[config.mk]
export PLATFORM = sky130hd
export DESIGN_NAME = output_port_sched
export DESIGN_NICKNAME = d
export VERILOG_FILES = /design/src/rtl/output_port_sched.sv
export SDC_FILE = /design/constraint.sdc
export NUM_CORES = 1
export LEC_CHECK = 0
export ABC_CLOCK_PERIOD_IN_PS = 3400
export CAP_MARGIN = 40
export CORE_AREA = 2 2 136 138
export DETAILED_ROUTE_END_ITERATION = 10
export DIE_AREA = 0 0 138 140
export PLACE_DENSITY_LB_ADDON = 0.25
export SYNTH_ARGS = -nofsm -noshare
export SYNTH_HDL_FRONTEND = slang
export SYNTH_SLANG_ARGS = --single-unit
[constraint.sdc]
create_clock -name clk -period 3.4 [get_ports clk]
set_input_delay 0.85 -clock clk [delete_from_list [all_inputs] [get_ports clk]]
set_output_delay 0.85 -clock clk [all_outputs]
set_load 0.02 [all_outputs]
[src/rtl/output_port_sched.sv]
// rtl/output_port_sched.sv - packet-level round-robin scheduler feeding decap_packet
//
// Arbitrates NUM_SRC first-word-fall-through input FIFOs, each holding whole DFX
// packets, onto the single Aurora frame path into decap_packet. One source is
// granted per packet. Its frames stream out for exactly FRAMES_PER_PKT cycles.
// The scheduler then waits for done_decap_pkt, or for a timeout, before it
// arbitrates again.
//
// Ports:
//   clk, rst_n        clock, asynchronous active-low reset
//   en                arbitration enable (only gates new grants in IDLE)
//   src_req           per-source "FIFO holds a full packet"
//   src_data          per-source FWFT head frame, source i at [i*W +: W]
//   src_rd            per-source pop strobe
//   data_in_dfx       frame to decap_packet (0 when not strobing)
//   rd_output_port_0  decap frame-valid strobe
//   done_decap_pkt    decap completion pulse
//   grant             one-hot current owner, 0 when idle
//   busy              scheduler not in IDLE
//   err_timeout       one-cycle pulse when decap never completes
//   pkt_cnt           packets completed with done_decap_pkt (wraps)
module output_port_sched #(
   parameter int NUM_SRC           = 4,
   parameter int AURORA_DATA_WIDTH = 64,
   parameter int FRAMES_PER_PKT    = 19,
   parameter int TIMEOUT_CYC       = 64
) (
   input  logic                                 clk,
   input  logic                                 rst_n,
   input  logic                                 en,
   input  logic [NUM_SRC-1:0]                   src_req,
   input  logic [NUM_SRC*AURORA_DATA_WIDTH-1:0] src_data,
   output logic [NUM_SRC-1:0]                   src_rd,
   output logic [AURORA_DATA_WIDTH-1:0]         data_in_dfx,
   output logic                                 rd_output_port_0,
   input  logic                                 done_decap_pkt,
   output logic [NUM_SRC-1:0]                   grant,
   output logic                                 busy,
   output logic                                 err_timeout,
   output logic [15:0]                          pkt_cnt
);

   localparam int PTR_W  = (NUM_SRC > 1) ? $clog2(NUM_SRC) : 1;
   localparam int BEAT_W = $clog2(FRAMES_PER_PKT + 1);
   localparam int TO_W   = $clog2(TIMEOUT_CYC + 1);

   localparam logic [PTR_W-1:0]  PTR_RST   = PTR_W'(NUM_SRC - 1);
   localparam logic [BEAT_W-1:0] LAST_BEAT = BEAT_W'(FRAMES_PER_PKT - 1);
   localparam logic [TO_W-1:0]   LAST_TO   = TO_W'(TIMEOUT_CYC - 1);
   localparam logic [NUM_SRC-1:0] ONE_HOT0 = {{(NUM_SRC-1){1'b0}}, 1'b1};

   typedef enum logic [1:0] {
      S_IDLE,
      S_XFER,
      S_WAIT_DONE
   } state_t;

   state_t            state;
   logic [BEAT_W-1:0] beat_cnt;
   logic [TO_W-1:0]   to_cnt;
   logic [PTR_W-1:0]  rr_ptr;    // last port served; search starts just above it
   logic [PTR_W-1:0]  win_idx;   // port owning the current packet

   // Round-robin search: first requester strictly after rr_ptr, wrapping.
   // rr_ptr resets to NUM_SRC-1 so port 0 is checked first out of reset.
   logic             arb_found;
   logic [PTR_W-1:0] arb_idx;
   logic [PTR_W-1:0] cand_idx;
   int               cand;

   always_comb begin
      arb_found = 1'b0;
      arb_idx   = '0;
      cand      = 0;
      cand_idx  = '0;
      for (int k = 1; k <= NUM_SRC; k++) begin
         cand = int'(rr_ptr) + k;
         if (cand >= NUM_SRC) begin
            cand = cand - NUM_SRC;
         end
         cand_idx = cand[PTR_W-1:0];
         if (!arb_found && src_req[cand_idx]) begin
            arb_found = 1'b1;
            arb_idx   = cand_idx;
         end
      end
   end

   // Once a packet is granted it always completes: src_req and en are only
   // looked at in IDLE, and done_decap_pkt only in WAIT_DONE.
   always_ff @(posedge clk or negedge rst_n) begin
      if (!rst_n) begin
         state            <= S_IDLE;
         grant            <= '0;
         rd_output_port_0 <= 1'b0;
         beat_cnt         <= '0;
         to_cnt           <= '0;
         rr_ptr           <= PTR_RST;
         win_idx          <= '0;
         err_timeout      <= 1'b0;
         pkt_cnt          <= '0;
      end else begin
         err_timeout <= 1'b0;
         case (state)
            S_IDLE: begin
               if (en && arb_found) begin
                  state            <= S_XFER;
                  grant            <= ONE_HOT0 << arb_idx;
                  win_idx          <= arb_idx;
                  rd_output_port_0 <= 1'b1;
                  beat_cnt         <= '0;
               end
            end
            S_XFER: begin
               if (beat_cnt == LAST_BEAT) begin
                  rd_output_port_0 <= 1'b0;
                  to_cnt           <= '0;
                  state            <= S_WAIT_DONE;
               end else begin
                  beat_cnt <= beat_cnt + 1'b1;
               end
            end
            S_WAIT_DONE: begin
               if (done_decap_pkt) begin
                  state   <= S_IDLE;
                  grant   <= '0;
                  rr_ptr  <= win_idx;
                  pkt_cnt <= pkt_cnt + 16'd1;
               end else if (to_cnt == LAST_TO) begin
                  // Abort: the stuck port still becomes rr_ptr so it drops
                  // to lowest priority on the next arbitration.
                  err_timeout <= 1'b1;
                  state       <= S_IDLE;
                  grant       <= '0;
                  rr_ptr      <= win_idx;
               end else begin
                  to_cnt <= to_cnt + 1'b1;
               end
            end
            default: begin
               state            <= S_IDLE;
               grant            <= '0;
               rd_output_port_0 <= 1'b0;
            end
         endcase
      end
   end

   assign busy   = (state != S_IDLE);
   assign src_rd = grant & {NUM_SRC{rd_output_port_0}};

   always_comb begin
      data_in_dfx = '0;
      for (int i = 0; i < NUM_SRC; i++) begin
         if (grant[i] && rd_output_port_0) begin
            data_in_dfx = src_data[i*AURORA_DATA_WIDTH +: AURORA_DATA_WIDTH];
         end
      end
   end

endmodule

* Word-level counts from Yosys, hierarchy flattened *
Cells that the tools add are included.

cells by class
  $lt $le $gt $ge = 8
  equal/unequal tests = 10
  add/subtract/negate cells = 11
  reductions and logical operators = 24
  shift-type cells = 1
  bitwise gates (word level) = 3
  muxes and demuxes = 48

operator list
  cell                   count
  $mux 64                4
  $mux 2                 14
  $mux 7                 3
  $add 16x1->16 const B  1
  $pmux 7 s2             1
  $mux 1                 13
  $lt 2x3->1 const B     4
  $mux 4                 3
  $pmux 4 s3             1
  $reduce_and 3->1       4
  $mux 5                 2
  $ne 2x2->1 const B     5
  $pmux 5 s2             1
  $ge 3x3->1 const B     3
  $bmux 1 s2             4
  $logic_and 1x1->1      8
  $reduce_bool 2->1      4
  $sub 2x1->2 const B    4
  $add 7x1->7 const B    1
  $eq 7x6->1 const B     1
  $add 2x2->3 const B    2
  $pmux 2 s3             1
  $reduce_and 2->1       3
  $add 5x1->5 const B    1
  other kinds (14)       17

word-level totals
  register bits = 40
  bits of input ports = 264

* Logic depth before layout (Yosys ltp) *
Gate-level depths: netlist (run 1).

  depth in word-level cells = 18
  depth in mapped cells = 6

* Worst setup path after synthesis (run 1) *
Ideal clock, no wire load.

  path kind = flip-flop to output port
  start = reg rd_output_port_0
  end = out data_in_dfx[13]
  cell stages (with the launch flop) = 7
  slack = 712 ps
  arrival = 1838 ps
  path buffers = 2
  cells stage by stage = dfrtp_1 and2_1 nor2b_1 buf_2 buf_1 a221oi_1 o21ai_1

between the ends
  word-level cells in the longest chain between the ends = 5

RTL lines
  element                 line  RTL
  start, declared         35    output logic rd_output_port_0,
  start signal, assigned  95    rd_output_port_0 <= 1'b0;
  start signal, assigned  110   rd_output_port_0 <= 1'b1;
  start signal, assigned  116   rd_output_port_0 <= 1'b0;
  $logic_and 1x1->1       155   if (grant[i] && rd_output_port_0) begin
  $mux 64 (3 in series)   155
  $mux 64 (*)             155
  end, declared           34    output logic [AURORA_DATA_WIDTH-1:0] data_in_dfx,

Mark *: on every way between the ends. The rest lies on a longest branch, timed or not.

* Final worst setup path (run 1) *
  start = reg rd_output_port_0
  end = out data_in_dfx[53]

The elaborated chain is that of the path after synthesis.

==> run_results.csv, run 1 <==
group,metric,value,unit
status,outcome,"finished clean",
floorplanning,fp.dieArea,19300,um2
global_routing,grt_usage,22.2,%
drt,firstDrtPassIters,5,
timing,hold_viol,0,
floorplanning,initial_core_util,20.4,%
setup_path,worst-setup-path-type,"register to output port",
clock_tree,post_cts_resize_count,2,
drt,wl_per_cell,21.1,um
power_and_ir_drop,ir_drop,0.386,mV
yosys,synth.distinct_cells,48,
yosys,ys_warn_count,0,
timing,fin_skew,0.00532,ns
floorplanning,rows,49,
layout,syn_to_final_growth,115,%
run,drv_cap,0,
yosys,synth-edff-count,0,
yosys,ys_top_cells_by_area,"dfrtp_1 26%, a221oi_1 15%, o21ai_0 11%",
timing,rsz0062_at_grt,"no",
clock_tree,htreeDepth,2,
drt,viasPerCell,4.94,
clock_tree,ctsHoldBuffers,0,
yosys,syn_nets,769,
clock_tree,cts_tree,"yes",
global_routing,grt_pass1_wl,32.9,mm
yosys,syn_inst,501,
drt,postRouteAntennaNets,0,
setup_path,worst_ep_arrival_time,2.45,ns
timing,slew_headroom,57.7,%
global_routing,antenna_found_initial,20,
setup_path,r2r_start,"beat_cnt[0]$_DFFE_PN0P_",
clock_tree,post-cts-setup-buffers,0,
setup_path,critical_path_required,2.55,ns
timing,setup_violations,0,
clock_tree,clock-sinks,40,
place,place_hpwl,18.4,mm
drt,drc_errors,0,
global_routing,gr-total-overflow,0,
clock_tree,cts_buffer_depth,2,
power_and_ir_drop,pwr_density_cell,632,nW/um2
yosys,yosysSeqAreaShare,27.7,%
clock_tree,clock_latency,0.28,ns
worst_hold_path,hold_path_class,"register to register",
setup_path,crit_fanout,40,
yosys,synth_top_cell_area_share,26.2,%
layout,drive_gt1_share,6.21,%
timing,slew_violations,0,
place,portBuffers,354,
power_and_ir_drop,p_leak,3.02,nW
floorplanning,core_area,17800,um2
setup_path,startpoint_type,"register",
timing,timing.fmax,0.303,GHz
yosys,ys_ff_latch,40,
clock_tree,path_clk_slew,0.06,ns
drt,drt_iter0_markers,270,
floorplanning,io_pins,355,
yosys,ys_async_sr_fraction,100,%
yosys,avgSynthCellArea,7.24,um2
yosys,synth_top_flop_cell,"dfrtp_1",
drt,drt_wl_total,22.7,mm
layout,fin_nets,1105,
place,gp_congestion,0.880,
timing,period_share,97.2,%
clock_tree,cts_made_buffers,5,
global_routing,grt_max_degree,65,
global_routing,grt_pass1_vias,5022,
setup_path,startpoint,"rd_output_port_0$_DFFE_PN0P_",
worst_hold_path,hp-start,"to_cnt[5]$_DFFE_PN0P_",
yosys,synth.cell_area,3630,um2
floorplanning,fp.dieW,138,um
drt,dr_total_vias,5322,
setup_path,end_kind,"output port",
setup_path,rrSetupSlack,1.45,ns
power_and_ir_drop,total_power,4.92,mW
floorplanning,die_h,140,um
timing,min_period,3.30,ns
yosys,yosys.area.top_type,"dfrtp_1",
timing,setup_tns,0,ns
timing,tightest_slew,0.629,ns
clock_tree,root_buffer,"clkbuf_16",
-- cell usage in the layout, fill, tap and decap left out, types with 2 or more instances in the layout --
master,count
mux2i_1,2
nand2_1,87
buf_4,15
nor3_1,9
o21ai_1,60
inv_1,8
nand2_2,2
diode_2,11
nor2b_1,3
nand4b_1,2
xor2_1,7
clkdlybuf4s50_1,343
nor2_1,9
nand3b_1,3
or2_2,2
dfrtp_1,37
nand2b_1,4
a221oi_1,60
o21ai_0,79
nand4_1,3
a21oi_1,9
dfstp_2,2
xnor2_1,9
dlymetal6s2s_1,9
nand3_1,15
a211o_1,2
clkbuf_16,5
mux2_2,3
a221oi_2,4
a32o_1,2
a21o_1,2
o2bb2ai_1,2
or3_1,2
ha_1,4
buf_12,8
-- flip-flops by register name (all words and copies together) (netlist names) --
name / flops
state: 2
err_timeout: 1
win_idx: 2
grant: 4
to_cnt: 7
rr_ptr: 2
rd_output_port_0: 1
pkt_cnt: 16
beat_cnt: 5
-- cell type report --
class	instances	area [um2]
fill	1762	9990
sequential	40	1000
inverter	10	40.0
multi-input combinational	404	2430
timing repair buffer	376	3820
tap	229	287
clock inverter	3	46.3
antenna	11	27.5
clock buffer	5	125
-- logic make-up after synthesis --
| group | count (synthesis) | synth area share (%) |
|---|---|---|
| xor gates and xnor gates | 16 | 3.86 |
| AOI/OAI and AO/OA | 228 | 39.8 |
| adders and majority gates | 4 | 1.38 |
| muxes | 6 | 1.79 |
| and+or+nand+nor | 150 | 19.2 |
| buffers and inverters | 57 | 6.35 |
| DFF | 40 | 27.7 |
-- layer usage --
metal	track usage (%)	wire length [um]	vias to the layer above
met2	33.1	10200	221
met3	10.3	2390	41
li1	-	-	2577
met5	0	115	-
met4	6.07	444	18
met1	28.8	9600	2465
-- synthesized netlist by cell type (7+ instances only) --
cell type / n
xnor2_1: 9
inv_1: 10
clkbuf_1: 33
nor2_1: 9
buf_1: 8
a221oi_1: 64
dfrtp_1: 38
o21ai_1: 60
xor2_1: 7
nand3_1: 15
nand2_1: 89
nor3_1: 9
o21ai_0: 79
a21oi_1: 9
-- critical path: stages, from the launching register on --
cell and delay [ns]:
dfrtp_2 0.44, and2_1 0.23, nor2b_4 0.21, buf_12 0.22
a221oi_1 0.11, o21ai_1 0.26, clkdlybuf4s50_1 0.66
-- stage by stage --
step	instances	hold WS [ns]	setup WS [ns]	area, um2	utilization, %
detailed placement	1059	0.469	0.0330	7540	42.4
CTS	1067	0.477	0.00683	7720	43.4
finish	1078	0.473	0.0961	7790	43.8
global placement	1058	0.461	0.0381	7520	42.3
floorplan	501	0.449	0.712	3630	-
global route	1070	0.507	0.00399	7770	43.7
-- final timing paths --
check	to	depth (start not counted)
worst max-delay path	data_in_dfx[53]	6
worst min-delay path	to_cnt[6]$_DFFE_PN0P_	1
worst max register to register	to_cnt[1]$_DFFE_PN0P_	6
worst min register to register	to_cnt[6]$_DFFE_PN0P_	1
max in group asynchronous	rr_ptr[0]$_DFFE_PN1P_	2
min in group asynchronous	to_cnt[4]$_DFFE_PN0P_	1
-- power breakdown --
part / switching, mW / internal (mW)
clock network: 0.195 / 0.349
registers: 0.139 / 0.588
logic: 1.88 / 1.77
total: 2.21 / 2.70
(Power assumes the default switching activity.)
==> run 2, diff against run 1 <==
Settings changed: SKIP_CTS_REPAIR_TIMING from default to 1.
==> run 2 against run 1 <==
Sequential cell count stayed put; register-to-register slack about the same; clock-buffer cell count is the same; cell count grew 0.19%; maximum frequency fell by 0.61%; critical path depth up 1; via count grew 1.1%; critical endpoint is now data_in_dfx[43]; largest power group unchanged.
==> run_results.csv, run 2 (synthesized netlist as in run 1, its figures left out) <==
group,metric,value,unit
status,outcome,"finished clean",
setup_path,path_cells,"and2_1 -> nor2b_4 -> buf_4 -> clkbuf_16 -> a221oi_2 -> o21ai_1 -> clkdlybuf4s50_1",
clock_tree,clock_latency,0.28,ns
timing,hold_viol,0,
run,drv_cap,0,
power_and_ir_drop,p_leak,3.01,nW
drt,dr_total_vias,5382,
power_and_ir_drop,ir_drop,0.386,mV
timing,slew_violations,0,
clock_tree,cts_buffer_depth,2,
layout,top_register,"pkt_cnt",
timing,setup_violations,0,
timing,fin_hold_ws,0.473,ns
power_and_ir_drop,total_power,4.95,mW
setup_path,cp_slowest_stage_delay,0.55,ns
floorplanning,io_pins,355,
drt,postRouteAntennaNets,0,
clock_tree,clock-sinks,40,
global_routing,gr-total-overflow,0,
setup_path,end_kind,"output port",
floorplanning,initial_core_util,20.4,%
drt,drt_wl_total,23.0,mm
global_routing,grt_usage,22.1,%
layout,syn_to_final_growth,115,%
drt,drt_iter0_markers,292,
drt,drc_errors,0,
timing,fin_skew,0.00539,ns
timing,min_period,3.32,ns
floorplanning,fp.dieW,138,um
floorplanning,fp.dieArea,19300,um2
global_routing,grt_pass1_vias,5013,
global_routing,grt_pass1_wl,32.9,mm
setup_path,cp_slowest_cell,"clkdlybuf4s50_1",
layout,largest_reg_flops,16,
setup_path,critical_path_required,2.55,ns
drt,wl_per_cell,21.3,um
layout,fin_nets,1107,
timing,slew_headroom,57.7,%
layout,reg.largest.list,"pkt_cnt x16, to_cnt x7, beat_cnt x5",
setup_path,crit_fanout,20,
clock_tree,cts_tree,"yes",
clock_tree,htreeDepth,2,
place,dpl_cell_area,7540,um2
layout,num-fill-cells,1761,
drt,firstDrtPassIters,5,
power_and_ir_drop,pwr_density_cell,633,nW/um2
timing,tightest_slew,0.629,ns
place,place_hpwl,18.4,mm
place,portBuffers,354,
clock_tree,path_clk_slew,0.06,ns
floorplanning,die_h,140,um
clock_tree,root_buffer,"clkbuf_16",
timing,period_share,97.8,%
place,gp_congestion,0.880,
global_routing,antenna_found_initial,20,
floorplanning,core_area,17800,um2
setup_path,worst-setup-path-type,"register to output port",
timing,rsz0062_at_grt,"yes",
floorplanning,rows,49,
drt,viasPerCell,4.98,
setup_path,worst_ep_arrival_time,2.47,ns
global_routing,grt_max_degree,65,
layout,final_common_cell,"clkdlybuf4s50_1",
timing,timing.fmax,0.301,GHz
clock_tree,cts_made_buffers,5,
layout,fin_area,7810,um2
setup_path,startpoint_type,"register",
layout,final_cell_mix,"344 x clkdlybuf4s50_1, 87 x nand2_1, 79 x o21ai_0",
layout,drive_gt1_share,6.31,%
worst_hold_path,hold_path_class,"register to register",
run 2: cell types whose count changed in the layout (fill, tap and decap cells not counted):
cell / change
a221oi_1: +1
a221oi_2: -1
buf_4: +1
clkbuf_16: +1
clkdlybuf4s50_1: +1
dlymetal6s2s_1: -1
inv_2: +1
inv_4: -1
run 2: layout make-up:
| type | instances | area (um2) | area share (%) |
|---|---|---|---|
| Timing Repair Buffer | 378 | 3850 | 49.4 |
| Multi-Input combinational cell | 404 | 2430 | 31.1 |
| Sequential cell | 40 | 1000 | 12.9 |
| Tap cell | 229 | 287 | 3.67 |
| Clock buffer | 5 | 125 | 1.60 |
| Clock inverter | 3 | 46.3 | 0.593 |
| Inverter | 10 | 37.5 | 0.481 |
| Antenna cell | 11 | 27.5 | 0.353 |
run 2: metrics by stage:
step | worst slack, ns | utilization (%) | std cells | setup TNS, ns
3_5_place_dp | 0.0330 | 42.4 | 1059 | 0
4_1_cts | -0.0761 | 43.4 | 1067 | -0.147
5_1_grt | -0.0413 | 43.8 | 1072 | -0.112
6_report | 0.0757 | 43.9 | 1080 | 0
3_3_place_gp | 0.0381 | 42.3 | 1058 | 0
2_1_floorplan | 0.712 | - | 501 | 0
run 2: path summary, 6_finish.rpt:
| kind | startpoint | end | slack, ns | cells after the start |
|---|---|---|---|---|
| worst max-delay path | rd_output_port_0$_DFFE_PN0P_ | data_in_dfx[43] | 0.08 | 7 |
| worst min-delay path | to_cnt[5]$_DFFE_PN0P_ | to_cnt[6]$_DFFE_PN0P_ | 0.47 | 1 |
| worst max register to register | beat_cnt[0]$_DFFE_PN0P_ | to_cnt[1]$_DFFE_PN0P_ | 1.45 | 6 |
| worst min register to register | to_cnt[5]$_DFFE_PN0P_ | to_cnt[6]$_DFFE_PN0P_ | 0.47 | 1 |
| max in group asynchronous | rst_n | rr_ptr[0]$_DFFE_PN1P_ | 2.38 | 2 |
| min in group asynchronous | rst_n | to_cnt[4]$_DFFE_PN0P_ | 0.49 | 1 |
run 2: worst max-delay path, delay by kind of cell, from the launching register on:
kind / cells / cell delay (ns)
AOI/OAI and AO/OA: 2 / 0.46
buffers and inverters: 3 / 0.89
DFF: 1 / 0.46
and+or+nand+nor: 2 / 0.38
run 2: where the power goes:
part           switching [mW]  internal [mW]
registers               0.138          0.588
clock network           0.195          0.349
logic                    1.89           1.78
run 2: routing by layer:
layer	wire length [um]	vias up	GRT usage [%]
met4	372	18	5.48
met2	10300	222	33.3
met3	2450	39	10.3
li1	-	2581	-
met1	9710	2522	28.8
met5	117	-	0
==> run 3, diff against run 2 <==
Settings changed: PLACE_DENSITY_LB_ADDON 0.25 to default, SLEW_MARGIN from default to 40.
==> run 3 against run 2 <==
Combinational power about the same; clock power down 13%; total power down 1.9%; critical path depth down 1; clock skew about the same; setup slack worse by 0.0028 ns; critical path type unchanged; largest cell class unchanged; highest routed layer unchanged.
==> run_results.csv, run 3 (synthesized netlist as in run 1, its figures left out) <==
group,metric,value,unit
floorplanning,fp.dieW,138,um
timing,setup_ws,0.0728,ns
layout,syn_to_final_growth,112,%
timing,setup_tns,0,ns
clock_tree,htreeDepth,2,
setup_path,end_kind,"output port",
drt,drt_wl_total,22.6,mm
drt,drt_iter0_markers,295,
drt,postRouteAntennaNets,0,
setup_path,cp_slowest_cell,"clkdlybuf4s50_1",
layout,regArea,1000,um2
drt,wl_per_cell,21.2,um
setup_path,cp_slowest_stage_delay,0.65,ns
clock_tree,path_clk_slew,0.06,ns
setup_path,worstRegToRegCells,4,
timing,fin_hold_ws,0.477,ns
global_routing,grt_usage,21.6,%
place,place_inst,1057,
worst_hold_path,min_to,"pkt_cnt[15]$_DFFE_PN0P_",
power_and_ir_drop,ir_drop,0.624,mV
clock_tree,clock-sinks,40,
clock_tree,cts_tree,"yes",
global_routing,grt_max_degree,63,
global_routing,grt_pass1_wl,32.7,mm
timing,slew_headroom,53.5,%
layout,largest_reg_flops,16,
timing,min_period,3.33,ns
layout,final_common_cell,"clkdlybuf4s50_1",
global_routing,antenna_found_initial,11,
clock_tree,clock_latency,0.28,ns
layout,top_register,"pkt_cnt",
worst_hold_path,whs_path_depth,1,
power_and_ir_drop,p_leak,2.86,nW
floorplanning,rows,49,
timing,period_share,97.9,%
timing,setup_violations,0,
floorplanning,fp.dieArea,19300,um2
worst_hold_path,hold_path_class,"register to register",
clock_tree,root_buffer,"clkbuf_16",
place,place_hpwl,17.6,mm
setup_path,crit_fanout,31,
setup_path,path_cells,"and2_1 -> nor2b_4 -> clkbuf_16 -> a221oi_1 -> o21ai_1 -> clkdlybuf4s50_1",
place,place_ws,-0.00819,ns
timing,slew_violations,0,
run,drv_cap,0,
layout,drive_gt1_share,5.38,%
timing,hold_viol,0,
power_and_ir_drop,pwr_density_cell,632,nW/um2
drt,viasPerCell,5.01,
place,gp_congestion,0.852,
place,portBuffers,354,
drt,firstDrtPassIters,5,
setup_path,regToRegEndpoint,"pkt_cnt[13]$_DFFE_PN0P_",
setup_path,worst-setup-path-type,"register to output port",
timing,tightest_slew,0.691,ns
floorplanning,die_h,140,um
drt,drc_errors,0,
layout,multi_input_area,2420,um2
global_routing,gr-total-overflow,0,
layout,instances_no_fill,1067,
clock_tree,cts_buffer_depth,2,
setup_path,startpoint_type,"register",
worst_hold_path,hp-start,"pkt_cnt[15]$_DFFE_PN0P_",
setup_path,rrSetupSlack,1.47,ns
setup_path,worst_ep_arrival_time,2.48,ns
status,outcome,"finished clean",
timing,fin_skew,0.00493,ns
global_routing,grt_pass1_vias,5131,
setup_path,r2r_start,"state[0]$_DFFE_PN0P_",
floorplanning,io_pins,355,
clock_tree,cts_made_buffers,5,
layout,fin_nets,1104,
layout,num-fill-cells,1833,
drt,dr_total_vias,5349,
layout,reg.largest.list,"pkt_cnt x16, to_cnt x7, beat_cnt x5",
setup_path,critical_path_required,2.55,ns
layout,final_cell_mix,"353 x clkdlybuf4s50_1, 87 x nand2_1, 79 x o21ai_0",
floorplanning,core_area,17800,um2
timing,timing.fmax,0.301,GHz
layout,finish.utilization,43.2,%
floorplanning,initial_core_util,20.4,%
run 3: cell count changes in the layout (fill, tap and decap cells not counted):
cell / change
diode_2: -10
clkdlybuf4s50_1: +9
dlymetal6s2s_1: -7
buf_12: -3
a221oi_1: +1
a221oi_2: -1
buf_2: -1
buf_4: -1
bufinv_16: -1
clkbuf_1: +1
clkbuf_8: +1
dfrtp_1: +1
dfrtp_2: -1
inv_6: -1
run 3: layout make-up:
| cell class | instances | share of cell area [%] |
|---|---|---|
| well taps | 229 | 3.73 |
| inverters | 10 | 0.488 |
| repair buffers | 375 | 49.2 |
| clock inverters | 1 | 0.0977 |
| diodes | 1 | 0.0326 |
| clock buffers | 7 | 1.86 |
| flip-flops and latches | 40 | 13.1 |
| multi-input cells | 404 | 31.5 |
run 3: critical path: cells and delay by family (launching register included):
kind                   cells  cell delay [ns]
AND/OR/NAND/NOR            2             0.49
AO/OA/AOI/OAI              2             0.29
flip-flops                 1             0.46
buffers and inverters      2             0.94
run 3: power by group:
group / total, mW / internal (mW) / leakage [nW] / switching, mW
logic: 3.66 / 1.76 / 2.27 / 1.91
registers: 0.720 / 0.587 / 0.519 / 0.133
clock network: 0.471 / 0.292 / 0.0701 / 0.179
total: 4.85 / 2.64 / 2.86 / 2.22
run 3: how the worst max path moves through the flow:
stage	startpoint	to	slack, ns	cells past startpoint
global placement	src_data[70]	data_in_dfx[6]	0.01	5
CTS	src_data[70]	data_in_dfx[6]	-0.008	5
detailed placement	src_data[70]	data_in_dfx[6]	-0.008	5
global route	rd_output_port_0$_DFFE_PN0P_	data_in_dfx[1]	-0.03	6
finish	rd_output_port_0$_DFFE_PN0P_	data_in_dfx[45]	0.07	6
floorplan	rd_output_port_0$_DFFE_PN0P_	data_in_dfx[13]	0.71	6
run 3: stage by stage:
step / power (mW) / cell area [um2]
after floorplan: 2.53 / 3630
after global placement: 4.35 / 7490
after detailed placement: 4.36 / 7490
after CTS: 4.85 / 7640
after global routing: 5.18 / 7680
final: 4.85 / 7680
run 3: per-layer routing:
layer	part of all wire, %	track usage (%)
met5	0.56	0
met4	1.6	3.22
met3	9.5	8.34
met2	45	33.2
met1	44	29.4
